**src/rtl/control_sequencer.sv**
```systemverilog
// Microcoded control unit: a 0-4 step counter plus a combinational decode of
// opcode/step/flags into the control word for the 8-bit computer datapath.
module control_sequencer (
  input  logic       clk,
  input  logic       rst,
  input  logic [3:0] instr,
  input  logic       FZ,
  input  logic       FC,
  output logic       HLT,
  output logic       MI,
  output logic       RI,
  output logic       RO,
  output logic       IO,
  output logic       II,
  output logic       AI,
  output logic       AO,
  output logic       EO,
  output logic       SU,
  output logic       BI,
  output logic       OI,
  output logic       CE,
  output logic       CO,
  output logic       J,
  output logic       FI,
  output logic [2:0] step
);

  localparam logic [3:0] OP_NOP = 4'b0000;
  localparam logic [3:0] OP_LDA = 4'b0001;
  localparam logic [3:0] OP_ADD = 4'b0010;
  localparam logic [3:0] OP_SUB = 4'b0011;
  localparam logic [3:0] OP_STA = 4'b0100;
  localparam logic [3:0] OP_LDI = 4'b0101;
  localparam logic [3:0] OP_JMP = 4'b0110;
  localparam logic [3:0] OP_JC  = 4'b0111;
  localparam logic [3:0] OP_JZ  = 4'b1000;
  localparam logic [3:0] OP_OUT = 4'b1110;
  localparam logic [3:0] OP_HLT = 4'b1111;

  typedef struct packed {
    logic hlt;
    logic mi;
    logic ri;
    logic ro;
    logic io;
    logic ii;
    logic ai;
    logic ao;
    logic eo;
    logic su;
    logic bi;
    logic oi;
    logic ce;
    logic co;
    logic j;
    logic fi;
  } ctrl_t;

  typedef enum logic {
    RUN    = 1'b0,
    HALTED = 1'b1
  } mode_e;

  logic [2:0] step_q;
  logic [2:0] step_d;
  logic [2:0] last_step;
  mode_e      mode_q;
  mode_e      mode_d;
  ctrl_t      ctrl;

  always_ff @(posedge clk) begin
    if (rst) begin
      step_q <= 3'd0;
      mode_q <= RUN;
    end else begin
      step_q <= step_d;
      mode_q <= mode_d;
    end
  end

  // Final step index per opcode; undefined opcodes fall into the 3-cycle NOP case.
  always_comb begin
    last_step = 3'd2;
    case (instr)
      OP_LDA, OP_STA: last_step = 3'd3;
      OP_ADD, OP_SUB: last_step = 3'd4;
      default:        last_step = 3'd2;
    endcase
  end

  always_comb begin
    step_d = step_q;
    mode_d = mode_q;
    if (mode_q == RUN) begin
      if (step_q == 3'd2 && instr == OP_HLT) begin
        mode_d = HALTED;
      end else if (step_q >= last_step) begin
        step_d = 3'd0;
      end else begin
        step_d = step_q + 3'd1;
      end
    end
  end

  always_comb begin
    ctrl = '0;
    if (rst) begin
      ctrl = '0;
    end else if (mode_q == HALTED) begin
      ctrl.hlt = 1'b1;
    end else begin
      case (step_q)
        3'd0: begin
          ctrl.co = 1'b1;
          ctrl.mi = 1'b1;
        end
        3'd1: begin
          ctrl.ro = 1'b1;
          ctrl.ii = 1'b1;
          ctrl.ce = 1'b1;
        end
        3'd2: begin
          case (instr)
            OP_LDA, OP_ADD, OP_SUB, OP_STA: begin
              ctrl.io = 1'b1;
              ctrl.mi = 1'b1;
            end
            OP_LDI: begin
              ctrl.io = 1'b1;
              ctrl.ai = 1'b1;
            end
            OP_JMP: begin
              ctrl.io = 1'b1;
              ctrl.j  = 1'b1;
            end
            OP_JC: begin
              ctrl.io = 1'b1;
              ctrl.j  = FC;
            end
            OP_JZ: begin
              ctrl.io = 1'b1;
              ctrl.j  = FZ;
            end
            OP_OUT: begin
              ctrl.ao = 1'b1;
              ctrl.oi = 1'b1;
            end
            OP_HLT:  ctrl.hlt = 1'b1;
            OP_NOP:  ctrl = '0;
            default: ctrl = '0;
          endcase
        end
        3'd3: begin
          case (instr)
            OP_LDA: begin
              ctrl.ro = 1'b1;
              ctrl.ai = 1'b1;
            end
            OP_ADD, OP_SUB: begin
              ctrl.ro = 1'b1;
              ctrl.bi = 1'b1;
            end
            OP_STA: begin
              ctrl.ao = 1'b1;
              ctrl.ri = 1'b1;
            end
            default: ctrl = '0;
          endcase
        end
        3'd4: begin
          if (instr == OP_ADD || instr == OP_SUB) begin
            ctrl.eo = 1'b1;
            ctrl.ai = 1'b1;
            ctrl.fi = 1'b1;
            ctrl.su = (instr == OP_SUB);
          end
        end
        default: ctrl = '0;
      endcase
    end
  end

  assign step = rst ? 3'd0 : step_q;
  assign HLT  = ctrl.hlt;
  assign MI   = ctrl.mi;
  assign RI   = ctrl.ri;
  assign RO   = ctrl.ro;
  assign IO   = ctrl.io;
  assign II   = ctrl.ii;
  assign AI   = ctrl.ai;
  assign AO   = ctrl.ao;
  assign EO   = ctrl.eo;
  assign SU   = ctrl.su;
  assign BI   = ctrl.bi;
  assign OI   = ctrl.oi;
  assign CE   = ctrl.ce;
  assign CO   = ctrl.co;
  assign J    = ctrl.j;
  assign FI   = ctrl.fi;

endmodule

```
**config.mk**
```make
export PLATFORM = sky130hd
export DESIGN_NAME = control_sequencer
export DESIGN_NICKNAME = d
export VERILOG_FILES = /design/src/rtl/control_sequencer.sv
export SDC_FILE = /design/constraint.sdc
export NUM_CORES = 1
export LEC_CHECK = 0
export ABC_AREA = 1
export ABC_CLOCK_PERIOD_IN_PS = 2200
export CORE_MARGIN = 3
export CORE_UTILIZATION = 42
export DETAILED_ROUTE_END_ITERATION = 10
export PLACE_DENSITY = 0.79
export SLEW_MARGIN = 20
export SYNTH_ARGS = -nofsm -noshare
export SYNTH_HDL_FRONTEND = slang
export SYNTH_SLANG_ARGS = --single-unit
```
**constraint.sdc**
```tcl
create_clock -name clk -period 2.2 [get_ports clk]
set_input_delay 0.66 -clock clk [delete_from_list [all_inputs] [get_ports clk]]
set_output_delay 0.66 -clock clk [all_outputs]
set_load 0.02 [all_outputs]
```
After elaboration in Yosys (flattened, before gate mapping)
Index checks and enable logic that the tools add are counted.
{"block": "totals", "reg_bits": 4, "inputBits": 8, "out_inout_bits": 19, "wordCells": 62}
{"block": "op_classes", "n_addsub": 1, "magnitude_cmp": 1, "n_eq_ne": 14, "n_mux": 33, "n_bitwise": 2, "reduce_logical": 9}
{"operator": "$mux W1", "n": 20}
{"operator": "$eq A4 B3 Y1 const B", "n": 4}
{"operator": "$mux W16", "n": 1}
{"operator": "$mux W15", "n": 1}
{"operator": "$eq A4 B4 Y1 const B", "n": 3}
{"operator": "$eq A4 B2 Y1 const B", "n": 2}
{"operator": "$reduce_or A8 Y1", "n": 1}
{"operator": "$eq A3 B2 Y1 const B", "n": 2}
{"operator": "$mux W3", "n": 2}
{"operator": "$pmux W1 S2", "n": 3}
{"operator": "$pmux W1 S3", "n": 2}
{"operator": "$pmux W3 S2", "n": 1}
{"operator": "$eq A4 B1 Y1 const B", "n": 1}
{"operator": "$mux W2", "n": 2}
{"operator": "$pmux W2 S2", "n": 1}
{"operator": "$reduce_or A2 Y1", "n": 2}
{"operator": "$reduce_or A4 Y1", "n": 1}
{"operator": "$add A3 B1 Y3 const B", "n": 1}
{"operator": "$eq A3 B1 Y1 const B", "n": 1}
{"operator": "$eq A3 B3 Y1 const B", "n": 1}
{"operator": "$ge A3 B3 Y1", "n": 1}
{"operator": "$logic_not A3 Y1", "n": 1}
{"operator": "$reduce_or A3 Y1", "n": 1}
{"operator": "$not A1 Y1", "n": 2}
{"operator": "3 further kinds", "n": 3}

Longest topological paths before layout
Gate-level depths: netlist of the first run.
{"block": "logic_depth", "depth_word": 6, "mapped_depth": 10, "mapped_depth_nobuf": 10}

Worst setup path before layout of the first run
OpenSTA, ideal clock, no wires.
{"block": "synth_timing", "path_type": "input to output", "start": "input port instr[1]", "end": "output port FI", "arrival_ps": 1724, "t_required_ps": 1540, "slack_ps": -184, "cell_stages": 4, "n_path_buf": 2, "cell_sequence": "buf_2 -> nand2_2 -> nor3_1 -> buf_4"}
{"block": "synth_between", "elab_chain_len": 6, "elab_cells_between_ends": 7, "cone_classes": "2 x eq/ne; 4 x mux; 1 x reduce/logical"}
{"item": "start: declaration", "line": "6", "source": "input logic [3:0] instr,"}
{"item": "$eq A4 B2 Y1", "line": "171", "source": "if (instr == OP_ADD || instr == OP_SUB) begin"}
{"item": "$logic_or A1 B1 Y1 (*)", "line": "171"}
{"item": "$mux W1 (*)", "line": "171"}
{"item": "$mux W1 (*)"}
{"item": "$mux W15 (*)", "line": "109", "source": "end else if (mode_q == HALTED) begin"}
{"item": "$mux W16 (*)", "line": "107", "source": "if (rst) begin"}
{"item": "end: declaration", "line": "24", "source": "output logic FI,"}
Mark *: on every way between the ends. The rest lies on a longest branch, timed or not.

Worst setup path in the final report of the first run
{"block": "layout_timing", "start": "input port instr[0]", "end": "output port IO"}
{"block": "layout_between", "elab_chain_len": 6, "elab_cells_between_ends": 13, "cone_classes": "8 x eq/ne; 4 x mux; 1 x reduce/logical"}
{"item": "$eq A4 B2 Y1, or another cell as far along", "line": "123", "source": "case (instr)"}
{"item": "$reduce_or A8 Y1 (no source line) (*)"}
{"item": "$mux W1 (*)", "line": "123"}
{"item": "$mux W1 (*)"}
{"item": "$mux W15 (*)", "line": "109"}
{"item": "$mux W16 (*)", "line": "107"}
{"item": "end: declaration", "line": "13", "source": "output logic IO,"}
Marked as above.

==> metrics.log, run 1 <==
[metrics] final number of hold-violating endpoints: 0
[metrics] layout cell share with drive strength beyond 1: between 50 and 60%
[metrics] detailed router's first-iteration violation count: 26
[metrics] Worst path max stage delay: ~0.17 ns
[metrics] capture endpoint of the worst hold path: step_q[2]
[metrics] top cell type by total area after synthesis: nand2_1
[metrics] power density over the cells: a little over 700 nW/um2
[metrics] synthesized instance count: between 100 and 150
[metrics] number of cells on the worst reg-to-reg path: 6
[metrics] global-route wire length before repair: about 3900 um
[metrics] CTS tree: built
[metrics] VDD IR max: roughly 0.00084 V
[metrics] violations in the final reports: negative setup slack
[metrics] H-Tree Level Count: 1
[metrics] slack of the critical path: -0.00945 ns
[metrics] Final TNS setup: -0.00945 ns
[metrics] crit-path max FO: 6
[metrics] Crit. End Element: output port
[metrics] total track usage: around 26%
[metrics] Routed wire per std cell: roughly 13 um
[metrics] # clock sinks: 4
[metrics] worst setup skew after layout: between 0.0015 and 0.002 ns
[metrics] RSZ-0062 raised after global routing: yes
[metrics] maximum count of clock buffers along a single path: 2
[metrics] DR pass1 iterations: 4
[metrics] synthesized cell area: 648 um2
[metrics] critical path type: in2out
[metrics] initial core utilization: between 40% and 50%
[metrics] width of the chip: about 45 um
[metrics] antenna violation net count after detailed routing: 0
[metrics] top cells by count, synth: 30 x nand2_1, 16 x nor2_1, 11 x nand3_1, 10 x inv_1, 8 x ha_1
[metrics] IO Count: 27
[metrics] chain of cells forming the critical path: clkbuf_4 -> buf_4 -> o21ai_1 -> nand2_1 -> nand2_1 -> nand3_1 -> buf_2
[metrics] master cell of the clock root buffer: clkbuf_4
[metrics] Top delay family on crit path: buffers and inverters
[metrics] Die Footprint: a little over 2000 um2
[metrics] capture point of the worst reg-to-reg path: step_q[1]
[metrics] filler-free cell count of the finished design: 186
[metrics] Skew-Pair Late Insertion Delay: between 0.2 and 0.25 ns
[metrics] average via count per standard cell: roughly 5.2
[metrics] largest net degree at the start of global routing: 7
[metrics] most common cell in the netlist: nand2_1
[metrics] primary flip-flop cell chosen by synthesis mapping: dfxtp_1
[metrics] Final Core Density: between 80 and 90%
[metrics] height of the die: roughly 45 um
[metrics] synthesized area per cell: 5.74 um2
[metrics] final critical path time including I/O delays and setup: 2.21 ns
[metrics] number of remaining DRC errors: 0
[metrics] number of unique standard cell types used by synthesis: 22
[metrics] synthesis warning total: 0
[metrics] gpl congestion: between 0.8 and 0.9
[metrics] number of pins exceeding their max-slew limit in the final report: 0
[metrics] Final period util: 100%
[metrics] buffering stage count on the worst path with inverters included: 3
[metrics] Worst Min Path Start: mode_q
[metrics] min-delay worst type: reg2reg
[metrics] Cells after DPL: 179
[metrics] synth-to-layout area growth: 82.4%
[metrics] combinational share of power: between 70% and 80%
[metrics] worst endpoint data arrival time: roughly 1.6 ns
[metrics] ys async rst share: 0%
[metrics] slew at the pin closest to its max-slew limit: about 0.27 ns
[metrics] dpl hpwl: about 1800 um
[metrics] switching portion of total power: 46.7%
[metrics] cell with the most instances on the worst path: nand2_1
[metrics] CORE AREA: between 1000 and 1500 um2
[metrics] Internal Dissipation: 452 uW
[metrics] run status: finished, violations left
[metrics] setup violation total in the final timing report: 1
[metrics] number of violations of the max-capacitance limit: 0
[metrics] Seq cells post-synth: 4
[metrics] number of enable-type register cells in the synthesized netlist: 0
[metrics] Seq/Total Area, Yosys: about an eighth
[metrics] start of the worst register-to-register path: step_q[2]
[metrics] count of inserted antenna diode cells: 0
[metrics] NumNets Final: between 150 and 200
[metrics] Clock Pin Slew Worst Setup and Hold Paths: approximately 0.040 ns
[metrics] leakage power summed over all cells: roughly 0.00067 uW
[metrics] Congestion Overflow GR: 0
[metrics] hold path cells: 2
[metrics] worst hold slack: 0.550 ns
[metrics] synth top area cells: nand2_1 17%, ha_1 15%, dfxtp_1 12%
[metrics] critical path data required time: approximately 1.5 ns
[metrics] overall via count from detail_route: about 970
[metrics] portion of synthesized cell area occupied by the leading cell type: between 10% and 20%
[metrics] fraction of power consumed by sequential logic: about 16%
[metrics] Reg2Reg Setup Slack: between 0.7 and 0.8 ns
[metrics] Detailed Route WL: roughly 2500 um
[metrics] number of global-route vias before repair: between 900 and 1000
[metrics] number of I/O port buffers: 26
[metrics] worst slack, placed: -0.908 ns
[metrics] number of antenna violations at the first check in global routing: 0
[metrics] critical path's slowest cell: o21ai_1
[metrics] clock network fraction of design power: a little over a tenth
[metrics] net count after synthesis: around 130
[metrics] Switch Pwr: ~400 uW
[metrics] Max Clk Rate: ~450 MHz
[metrics] headroom to the max-slew limit: between 80 and 90%
[metrics] critical path launch point type: primary input
[metrics] number of buffers inserted during clock tree synthesis: 3
[metrics] Row Count: 13
-- flip-flops by register name (all words and copies together) (netlist names) --
signal	flops
step_q	3
mode_q	1
-- worst register-to-register path: cells and delay by family (launching register included) --
family	cells	cell delay, ns
buffers and inverters	1	0.15
adders and majority gates	1	0.31
and+or+nand+nor	4	0.63
DFF	1	0.35
-- layout by cell type (no fill, tap or decap), types with 3 or more instances in the layout --
cell type      count
nor2_2             3
buf_2             11
dlygate4sd2_1      3
inv_1              8
nor2_4             5
buf_6              4
inv_2              7
a21oi_1            3
nand3_1            9
nor2_1            14
ha_1               5
buf_4             37
nand2_2            6
clkbuf_4           4
o21ai_1            3
nand2_1           26
-- cell type report --
type,instances,area (um2)
clock buffers,3,22.5
well taps,15,18.8
repair buffers,58,432
multi-input cells,91,568
fillers,80,184
inverters,15,56.3
flip-flops and latches,4,85.1
-- repair_timing --
action                                  4_1_cts  5_1_grt
setup buffers                                 3        1
gates resized for setup                     109       19
hold buffers                                  0        0
pin swaps                                    10       11
endpoints found under the setup margin       22       12
-- metrics by stage --
| stage | power, uW | cell area, um2 |
|---|---|---|
| 2_1_floorplan | 410 | 653 |
| 3_3_place_gp | 703 | 1120 |
| 3_5_place_dp | 716 | 1120 |
| 4_1_cts | 803 | 1130 |
| 5_1_grt | 920 | 1180 |
| 6_report | 848 | 1180 |
-- metal layers --
metal | global-route usage (%) | vias up | wire (um)
met1 | 27.4 | 434 | 1000
met4 | 12.9 | 0 | 46
met5 | 0 | - | 0
li1 | - | 485 | -
met3 | 3.98 | 10 | 149
met2 | 48.3 | 42 | 1290
-- cells by family (layout without fill, tap and decap cells) --
group                    Yosys count  count (layout)  share of synthesized area, %
AND/OR/NAND/NOR                   74              74                          52.9
buffers and inverters             18              76                          11.8
AO/OA/AOI/OAI                      9               9                          7.53
adder cells (fa/ha/maj)            8               8                          15.4
flip-flops                         4               4                          12.4
-- how the worst max path moves through the flow --
stage / cells after the start / start / slack, ns / endpoint
final: 7 / instr[0] / -0.009 / IO
after floorplan: 6 / instr[1] / 0.008 / AO
after global routing: 7 / instr[0] / -0.04 / IO
after global placement: 8 / instr[2] / -0.90 / AO
after CTS: 8 / instr[2] / 0.007 / AO
after detailed placement: 8 / instr[2] / -0.91 / AO
-- power by group through the flow --
stage	Clock, uW	Combinational (uW)	Sequential [uW]
final	87.9	627	133
after global routing	99.0	687	135
after CTS	92.8	591	120
after detailed placement	0	597	119
after global placement	0	585	117
after floorplan	0	292	118
Power figures use the tool's default switching activity.
==> run 2: changes to the inputs <==
--- a/config.mk
+++ b/config.mk
@@ -11,6 +11,7 @@
 export CORE_UTILIZATION = 42
 export DETAILED_ROUTE_END_ITERATION = 10
 export PLACE_DENSITY = 0.79
+export REMOVE_ABC_BUFFERS = 1
 export SLEW_MARGIN = 20
 export SYNTH_ARGS = -nofsm -noshare
 export SYNTH_HDL_FRONTEND = slang
==> run 2 against run 1 <==
  * The run still ends with negative setup slack left
  * Cell count up 1.1%
  * Highest routed layer unchanged
  * First-iteration DRC count rose to 3.1 times the previous value
  * Non-clock buffer count up 2
  * Global-route usage up 2.7 points
  * Hold slack better by 0.0049 ns
  * Critical path depth up 2
  * Flip-flop and latch count unchanged
  * Critical path type unchanged
  * Clock power up 5.5%
  * Clock-buffer cell count unchanged
  * Die area unchanged
  * Combinational power up 16%
  * Core utilization up 7.5 points
==> metrics.log, run 2 (synthesized netlist as in run 1, its figures left out) <==
[metrics] CTS hold repair buffers: 0
[metrics] Clock Pin Slew Worst Setup and Hold Paths: around 0.040 ns
[metrics] Routed wire per std cell: around 21 um
[metrics] width of the chip: approximately 45 um
[metrics] number of pins exceeding their max-slew limit in the final report: 0
[metrics] Row Count: 13
[metrics] worst endpoint data arrival time: about 1.7 ns
[metrics] slew at the pin closest to its max-slew limit: roughly 0.25 ns
[metrics] min-delay worst type: reg2reg
[metrics] NumNets Final: ~190
[metrics] antenna violation net count after detailed routing: 0
[metrics] most frequent standard cell in the layout excluding fill and tap cells: buf_4
[metrics] Max Clk Rate: roughly 430 MHz
[metrics] initial core utilization: about 47%
[metrics] critical path data required time: around 1.5 ns
[metrics] total track usage: between 20% and 30%
[metrics] post-layout instance area: around 1300 um2
[metrics] number of global-route vias before repair: about 1000
[metrics] Die Footprint: 2050 um2
[metrics] headroom to the max-slew limit: around 83%
[metrics] CORE AREA: 1370 um2
[metrics] CTS tree: built
[metrics] slack of the critical path: -0.119 ns
[metrics] setup violation total in the final timing report: 4
[metrics] number of violations of the max-capacitance limit: 0
[metrics] master cell of the clock root buffer: clkbuf_4
[metrics] worst hold slack: 0.555 ns
[metrics] filler cell count in the final layout: 44
[metrics] detailed router's first-iteration violation count: 80
[metrics] Skew-Pair Late Insertion Delay: between 0.2 and 0.25 ns
[metrics] critical path launch point type: primary input
[metrics] gpl congestion: just under 0.9
[metrics] worst setup skew after layout: between 0.004 and 0.005 ns
[metrics] VDD IR max: 0.000665 V
[metrics] dpl hpwl: approximately 2000 um
[metrics] # clock sinks: 4
[metrics] commonest cells after routing, fill and taps aside: 39 x buf_4, 25 x nand2_1, 13 x nor2_1, 9 x inv_1, 9 x nand3_1
[metrics] placed inst area: 1140 um2
[metrics] Final Core Density: a little over nine tenths
[metrics] DR pass1 iterations: 7
[metrics] Detailed Route WL: around 4000 um
[metrics] count of inserted antenna diode cells: 0
[metrics] number of remaining DRC errors: 0
[metrics] maximum count of clock buffers along a single path: 2
[metrics] register containing the most flip-flops in the final layout: step_q
[metrics] final critical path time including I/O delays and setup: 2.32 ns
[metrics] number of I/O port buffers: 26
[metrics] number of buffers inserted during clock tree synthesis: 3
[metrics] final number of hold-violating endpoints: 0
[metrics] height of the die: 45.3 um
[metrics] RSZ-0062 raised after global routing: yes
[metrics] synth-to-layout area growth: 98.3%
[metrics] flip-flop count of the largest register after layout: 3
[metrics] filler-free cell count of the finished design: 188
[metrics] largest net degree at the start of global routing: 6
[metrics] Cells after DPL: between 150 and 200
[metrics] average via count per standard cell: 6.37
[metrics] IO Count: 27
[metrics] H-Tree Level Count: 1
[metrics] run status: finished, violations left
[metrics] layout cell share with drive strength beyond 1: between 50 and 60%
[metrics] Crit. End Element: output port
[metrics] Final period util: 105%
[metrics] Final TNS setup: -0.201 ns
[metrics] crit-path max FO: 4
[metrics] leakage power summed over all cells: approximately 0.0007 uW
[metrics] global-route wire length before repair: 4260 um
[metrics] number of antenna violations at the first check in global routing: 0
[metrics] violations in the final reports: negative setup slack
[metrics] critical path type: in2out
[metrics] largest registers in the final layout: step_q: 3 flops, mode_q: 1 flops
[metrics] power density over the cells: 741 nW/um2
[metrics] overall via count from detail_route: approximately 1200
[metrics] Congestion Overflow GR: 0
run 2: worst paths after layout:
path / startpoint / end / slack (ns) / depth (start not counted)
max reg2reg: step_q[0] / step_q[0] / 0.54 / 10
max: instr[2] / AI / -0.12 / 9
min reg2reg: mode_q / step_q[2] / 0.55 / 2
min: mode_q / step_q[2] / 0.55 / 2
run 2: per-layer routing:
metal,vias up,GRT usage (%),share of wire (%)
met2,137,58.2,47
li1,484,-,-
met3,58,2.39,10
met4,0,12.3,9.9
met5,-,0,0
met1,518,28.0,33
run 2: worst max-delay path, cell delays in order:
cell	delay, ns
buf_6	0.10
inv_2	0.05
nor2_4	0.14
buf_6	0.13
nand2_1	0.04
nor2_1	0.13
nor2_1	0.07
nor2_1	0.16
buf_4	0.17
run 2: repair_timing:
action                                  CTS  global route
endpoints found under the setup margin   22            14
pin swaps                                12            15
setup buffers                             1             2
hold endpoints to repair                  0             0
resized for setup                       117            37
run 2: cell type report:
cell class	instances	area (um2)	area share [%]
multi-input combinational	91	621	48.3
timing repair buffer	60	482	37.5
sequential	4	85.1	6.62
inverter	15	56.3	4.38
clock buffer	3	22.5	1.75
tap	15	18.8	1.46
run 2: stage by stage:
stage,power [uW],worst slack (ns)
2_1_floorplan,400,-0.256
3_3_place_gp,692,-0.860
3_5_place_dp,717,-0.932
4_1_cts,819,-0.0115
5_1_grt,998,-0.141
6_report,952,-0.119
run 2: report_power, final:
group	internal (uW)	switching [uW]	leakage (uW)
Clock	61.1	31.6	0.0000138
Sequential	102	29.3	0.0000336
Combinational	306	422	0.000645
Total	469	483	0.000693
==> run 3: changes to the inputs <==
--- a/config.mk
+++ b/config.mk
@@ -11,6 +11,7 @@
 export CORE_UTILIZATION = 42
 export DETAILED_ROUTE_END_ITERATION = 10
 export PLACE_DENSITY = 0.79
+export RECOVER_POWER = 25
 export REMOVE_ABC_BUFFERS = 1
 export SLEW_MARGIN = 20
 export SYNTH_ARGS = -nofsm -noshare
==> run 3 against run 2 <==
  * Die area unchanged
  * Non-clock buffer count unchanged
  * The flow still finishes with violations (negative setup slack)
  * Via count up 0.42%
  * Critical endpoint unchanged
  * Total power down 0.86%
  * Global-route usage unchanged
  * Critical path depth down 1
  * Setup slack better by 0.023 ns
==> metrics.log, run 3 (synthesized netlist as in run 1, its figures left out) <==
[metrics] run status: finished, violations left
[metrics] violations in the final reports: negative setup slack
[metrics] height of the die: 45.3 um
[metrics] initial core utilization: 47.4%
[metrics] Row Count: 13
[metrics] width of the chip: around 45 um
[metrics] most frequent standard cell in the layout excluding fill and tap cells: buf_4
[metrics] crit-path max FO: 5
[metrics] Congestion Overflow GR: 0
[metrics] count of inserted antenna diode cells: 0
[metrics] hold path cells: 2
[metrics] Routed wire per std cell: about 21 um
[metrics] final critical path time including I/O delays and setup: 2.30 ns
[metrics] Reg2Reg Setup Slack: 0.56 ns
[metrics] cell with the most instances on the worst path: nor2_1
[metrics] gpl congestion: between 0.8 and 0.9
[metrics] Worst Min Path Start: mode_q
[metrics] number of buffers inserted during clock tree synthesis: 3
[metrics] Final TNS setup: -0.204 ns
[metrics] headroom to the max-slew limit: 85.5%
[metrics] overall via count from detail_route: about 1200
[metrics] commonest cells after routing, fill and taps aside: 39 x buf_4, 25 x nand2_1, 13 x nor2_1, 9 x inv_1, 9 x nand3_1
[metrics] filler cell count in the final layout: 45
[metrics] Skew-Pair Late Insertion Delay: around 0.24 ns
[metrics] total power of the final layout: 944 uW
[metrics] number of global-route vias before repair: approximately 1000
[metrics] slack of the critical path: -0.0966 ns
[metrics] final number of hold-violating endpoints: 0
[metrics] Top delay family on crit path: simple AND/OR/NAND/NOR gates
[metrics] IO Count: 27
[metrics] Worst path max stage delay: 0.19 ns
[metrics] slew at the pin closest to its max-slew limit: around 0.22 ns
[metrics] largest net degree at the start of global routing: 6
[metrics] capture point of the worst reg-to-reg path: step_q[1]
[metrics] global-route wire length before repair: 4260 um
[metrics] filler-free cell count of the finished design: approximately 190
[metrics] worst hold slack: 0.554 ns
[metrics] master cell of the clock root buffer: clkbuf_4
[metrics] start of the worst register-to-register path: step_q[2]
[metrics] Clock Pin Slew Worst Setup and Hold Paths: 0.04 ns
[metrics] critical path's slowest cell: nor2_4
[metrics] number of antenna violations at the first check in global routing: 0
[metrics] number of I/O port buffers: 26
[metrics] Die Footprint: between 2000 and 2500 um2
[metrics] Max Clk Rate: 435 MHz
[metrics] register containing the most flip-flops in the final layout: step_q
[metrics] antenna violation net count after detailed routing: 0
[metrics] H-Tree Level Count: 1
[metrics] Detailed Route WL: between 3000 and 4000 um
[metrics] min-delay worst type: reg2reg
[metrics] Crit. End Element: output port
[metrics] Final period util: 104%
[metrics] critical path data required time: 1.54 ns
[metrics] detailed router's first-iteration violation count: 69
[metrics] dpl hpwl: slightly above 2000 um
[metrics] critical path type: in2out
[metrics] NumNets Final: between 150 and 200
[metrics] number of remaining DRC errors: 0
[metrics] number of violations of the max-capacitance limit: 0
[metrics] worst endpoint data arrival time: between 1.5 and 2 ns
[metrics] maximum count of clock buffers along a single path: 2
[metrics] synth-to-layout area growth: 97.9%
[metrics] total track usage: 28.5%
[metrics] worst setup skew after layout: around 0.0037 ns
[metrics] power density over the cells: 736 nW/um2
[metrics] critical path launch point type: primary input
[metrics] DR pass1 iterations: 5
[metrics] CORE AREA: around 1400 um2
[metrics] setup violation total in the final timing report: 3
[metrics] flip-flop count of the largest register after layout: 3
[metrics] CTS tree: built
[metrics] largest registers in the final layout: step_q: 3 flops, mode_q: 1 flops
[metrics] Final Core Density: 93.9%
[metrics] layout cell share with drive strength beyond 1: a little under three fifths
[metrics] chain of cells forming the critical path: buf_8 -> nor2_4 -> buf_6 -> nand3_4 -> nand2_2 -> nor2_1 -> nor2_1 -> buf_4
[metrics] leakage power summed over all cells: approximately 0.00069 uW
[metrics] buffering stage count on the worst path with inverters included: 3
[metrics] number of cells on the worst reg-to-reg path: 8
[metrics] number of pins exceeding their max-slew limit in the final report: 0
[metrics] # clock sinks: 4
[metrics] CTS hold repair buffers: 0
[metrics] average via count per standard cell: between 6 and 7
[metrics] RSZ-0062 raised after global routing: yes
[metrics] Cells after DPL: between 150 and 200
[metrics] VDD IR max: roughly 0.00067 V
[metrics] capture endpoint of the worst hold path: step_q[2]
==> run 3: cell count changes in the layout (fill, tap and decap cells not counted) <==
cell / before / now
ha_2: 3 / 2
ha_1: 4 / 5
==> run 3: per-layer routing <==
layer  vias up  GRT usage [%]  part of all wire [%]
met4         0           12.3                    10
met5         -              0                     0
met3        54           2.39                    10
li1        486              -                     -
met2       128           58.2                    48
met1       534           28.0                    31
==> run 3: how the worst max path moves through the flow <==
| stage | startpoint | endpoint | slack, ns | cells past startpoint |
|---|---|---|---|---|
| after floorplan | instr[3] | EO | -0.26 | 3 |
| after global placement | instr[1] | AI | -0.86 | 8 |
| after detailed placement | instr[3] | FI | -0.93 | 5 |
| after CTS | instr[0] | J | -0.01 | 6 |
| after global routing | step_q[1] | AI | -0.14 | 8 |
| final | instr[3] | AI | -0.1 | 8 |
==> run 3: stage by stage <==
step	instance area [um2]	setup WS, ns
6_report	1280	-0.0966
5_1_grt	1280	-0.140
4_1_cts	1160	-0.0115
3_5_place_dp	1140	-0.932
3_3_place_gp	1140	-0.860
2_1_floorplan	628	-0.256
==> run 3: layout make-up <==
cell class / instances / area [um2] / share of cell area (%)
Inverter: 15 / 56.3 / 4.39
Timing Repair Buffer: 60 / 482 / 37.6
Sequential cell: 4 / 85.1 / 6.63
Clock buffer: 3 / 22.5 / 1.76
Tap cell: 15 / 18.8 / 1.46
Multi-Input combinational cell: 91 / 618 / 48.2
==> run 3: repair_timing <==
item | CTS | global route
pin swaps | 12 | 15
endpoints found under the setup margin | 22 | 14
setup buffers | 1 | 2
resized for setup | 117 | 37
==> run 3: power by group <==
group / switching (uW) / leakage (uW) / internal (uW)
registers: 28.3 / 0.0000336 / 102
logic: 416 / 0.000647 / 305
clock network: 32.0 / 0.0000138 / 61.1
total: 476 / 0.000694 / 468
==> run 3: worst reg2reg max path: cells and delay by family, from the launching register on <==
kind,cells,cell delay (ns)
simple gates,4,0.45
flops,1,0.34
fa+ha+maj,1,0.33
buf+inv,2,0.31
compound gates,1,0.15
==> variant: new RTL, flow settings as in run 2 <==
Reset style: asynchronous (`rst`), changed in one clocked block.
--- a/src/rtl/control_sequencer.sv
+++ b/src/rtl/control_sequencer.sv
@@ -68,7 +68,7 @@
   mode_e      mode_d;
   ctrl_t      ctrl;
 
-  always_ff @(posedge clk) begin
+  always_ff @(posedge clk or posedge rst) begin
     if (rst) begin
       step_q <= 3'd0;
       mode_q <= RUN;
Behaviour: same outputs for any inputs over 10 cycles, from zero or initial values and one cycle with rst high; that may be too few to reach the edited logic, so the function may still have changed.
==> variant against run 2 <==
  * The run still ends with setup timing left
  * Synthesized area grew 6.0%
  * First-iteration DRC count shrank 11%
  * Final area fell by 7.3%
  * Setup slack gained 0.022 ns
  * Routed wire length decreased by 31%
  * Register-to-register slack improved by 0.07 ns
  * Sequential cell count did not move
  * Critical path type is now flop to primary output
  * Highest routed layer unchanged
Power is left out: it rests on default switching activity, and per cell area and clock period it moved more than threefold.
==> variant: results (changes against run 2) <==
Timing
  – Post-route setup TNS: -0.0974 ns (was -0.201 ns)
  – # setup viols final: 1 (was 4)
  – Final worst setup slack: -0.0974 ns (was -0.119 ns)
  – Measured slew at the worst slew-check pin: 0.265 ns (was 0.252 ns)
  – Clk_skew: 0.00370 ns (was 0.00401 ns)

Global route
  – Largest net degree at the start of global routing: 7 (was 6)
  – GR Layer Usage met1: 31.8% (was 28.0%)
  – First-pass GRT wire length: 3780 microns (was 4260 microns)
  – Total GRT Usage: 24.6% (was 28.5%)
  – Vias in the first global route: 824 (was 1,009)

Critical path
  – Reg-to-reg startpoint: step_q[0] (unchanged)
  – Worst path slowest cell: dfrtp_1 (was buf_4)
  – Critical path arrival: 1.64 ns (was 1.66 ns)
  – Crit path largest cell delay: 0.42 ns (was 0.17 ns)
  – R2R Path End: step_q[0] (unchanged)
  – CP Class: flop to primary output (was input port to primary output)
  – Worst Reg-to-Reg Cells: 7 (was 10)

Yosys
  – Post-synth cell types: 25 (was 22)
  – Compound-Gate Fraction of Synth Area: 11.1% (was 7.53%)
  – Most frequent cells after synthesis: nand2_1, inv_1, nor2_1 (was nand2_1, nor2_1, nand3_1)

Detailed routing
  – Wire length on met1: 1090 microns (was 1300 microns)
  – WL final: 2760 microns (was 3990 microns)
  – Wire length on met2: 1370 microns (was 1900 microns)
  – Initial drt markers: 71 (was 80)
  – DR vias/cell: 5.58 (was 6.37)
  – Drt pass-1 iters: 4 (was 7)

Status
  – Status: finished with violations (unchanged)
  – Violations in the final reports: setup timing (unchanged)

Worst hold path
  – Hold crit path type: input port to asynchronous set/reset pin (was flop to flop)

Place
  – GPL Wtd Cong: 0.851 (was 0.873)
==> variant: cell count changes after synthesis, moves of 3 or more <==
cell,change
dfxtp_1,-4
nand2_1,-11
nor3_1,-3
nand3_1,-4
nor2_1,-6
nor2_4,+3
dfrtp_1,+4
==> variant: stage by stage <==
step	instances	hold slack [ns]	cell area [sq um]	setup slack [ns]	util, %
after global routing	166	0.478	1190	-0.130	84.2
after CTS	165	0.477	1090	0.000277	77.4
after floorplan	97	0.426	664	0.0887	-
after global placement	160	0.615	1110	-0.843	78.3
final	166	0.461	1190	-0.0974	84.2
after detailed placement	160	0.617	1110	-0.887	78.3
==> variant: cell type report <==
class	count	area [sq um]	area share [%]
clock buffers	3	22.5	1.89
inverters	16	62.6	5.25
well taps	15	18.8	1.58
flip-flops and latches	4	101	8.51
multi-input cells	77	599	50.3
repair buffers	51	387	32.5
==> variant: timing repair <==
action | CTS | global route
endpoints found under the setup margin | 22 | 12
cloned | 0 | 0
setup buffers | 2 | 1
gates resized for setup | 105 | 24
pin swaps | 11 | 9
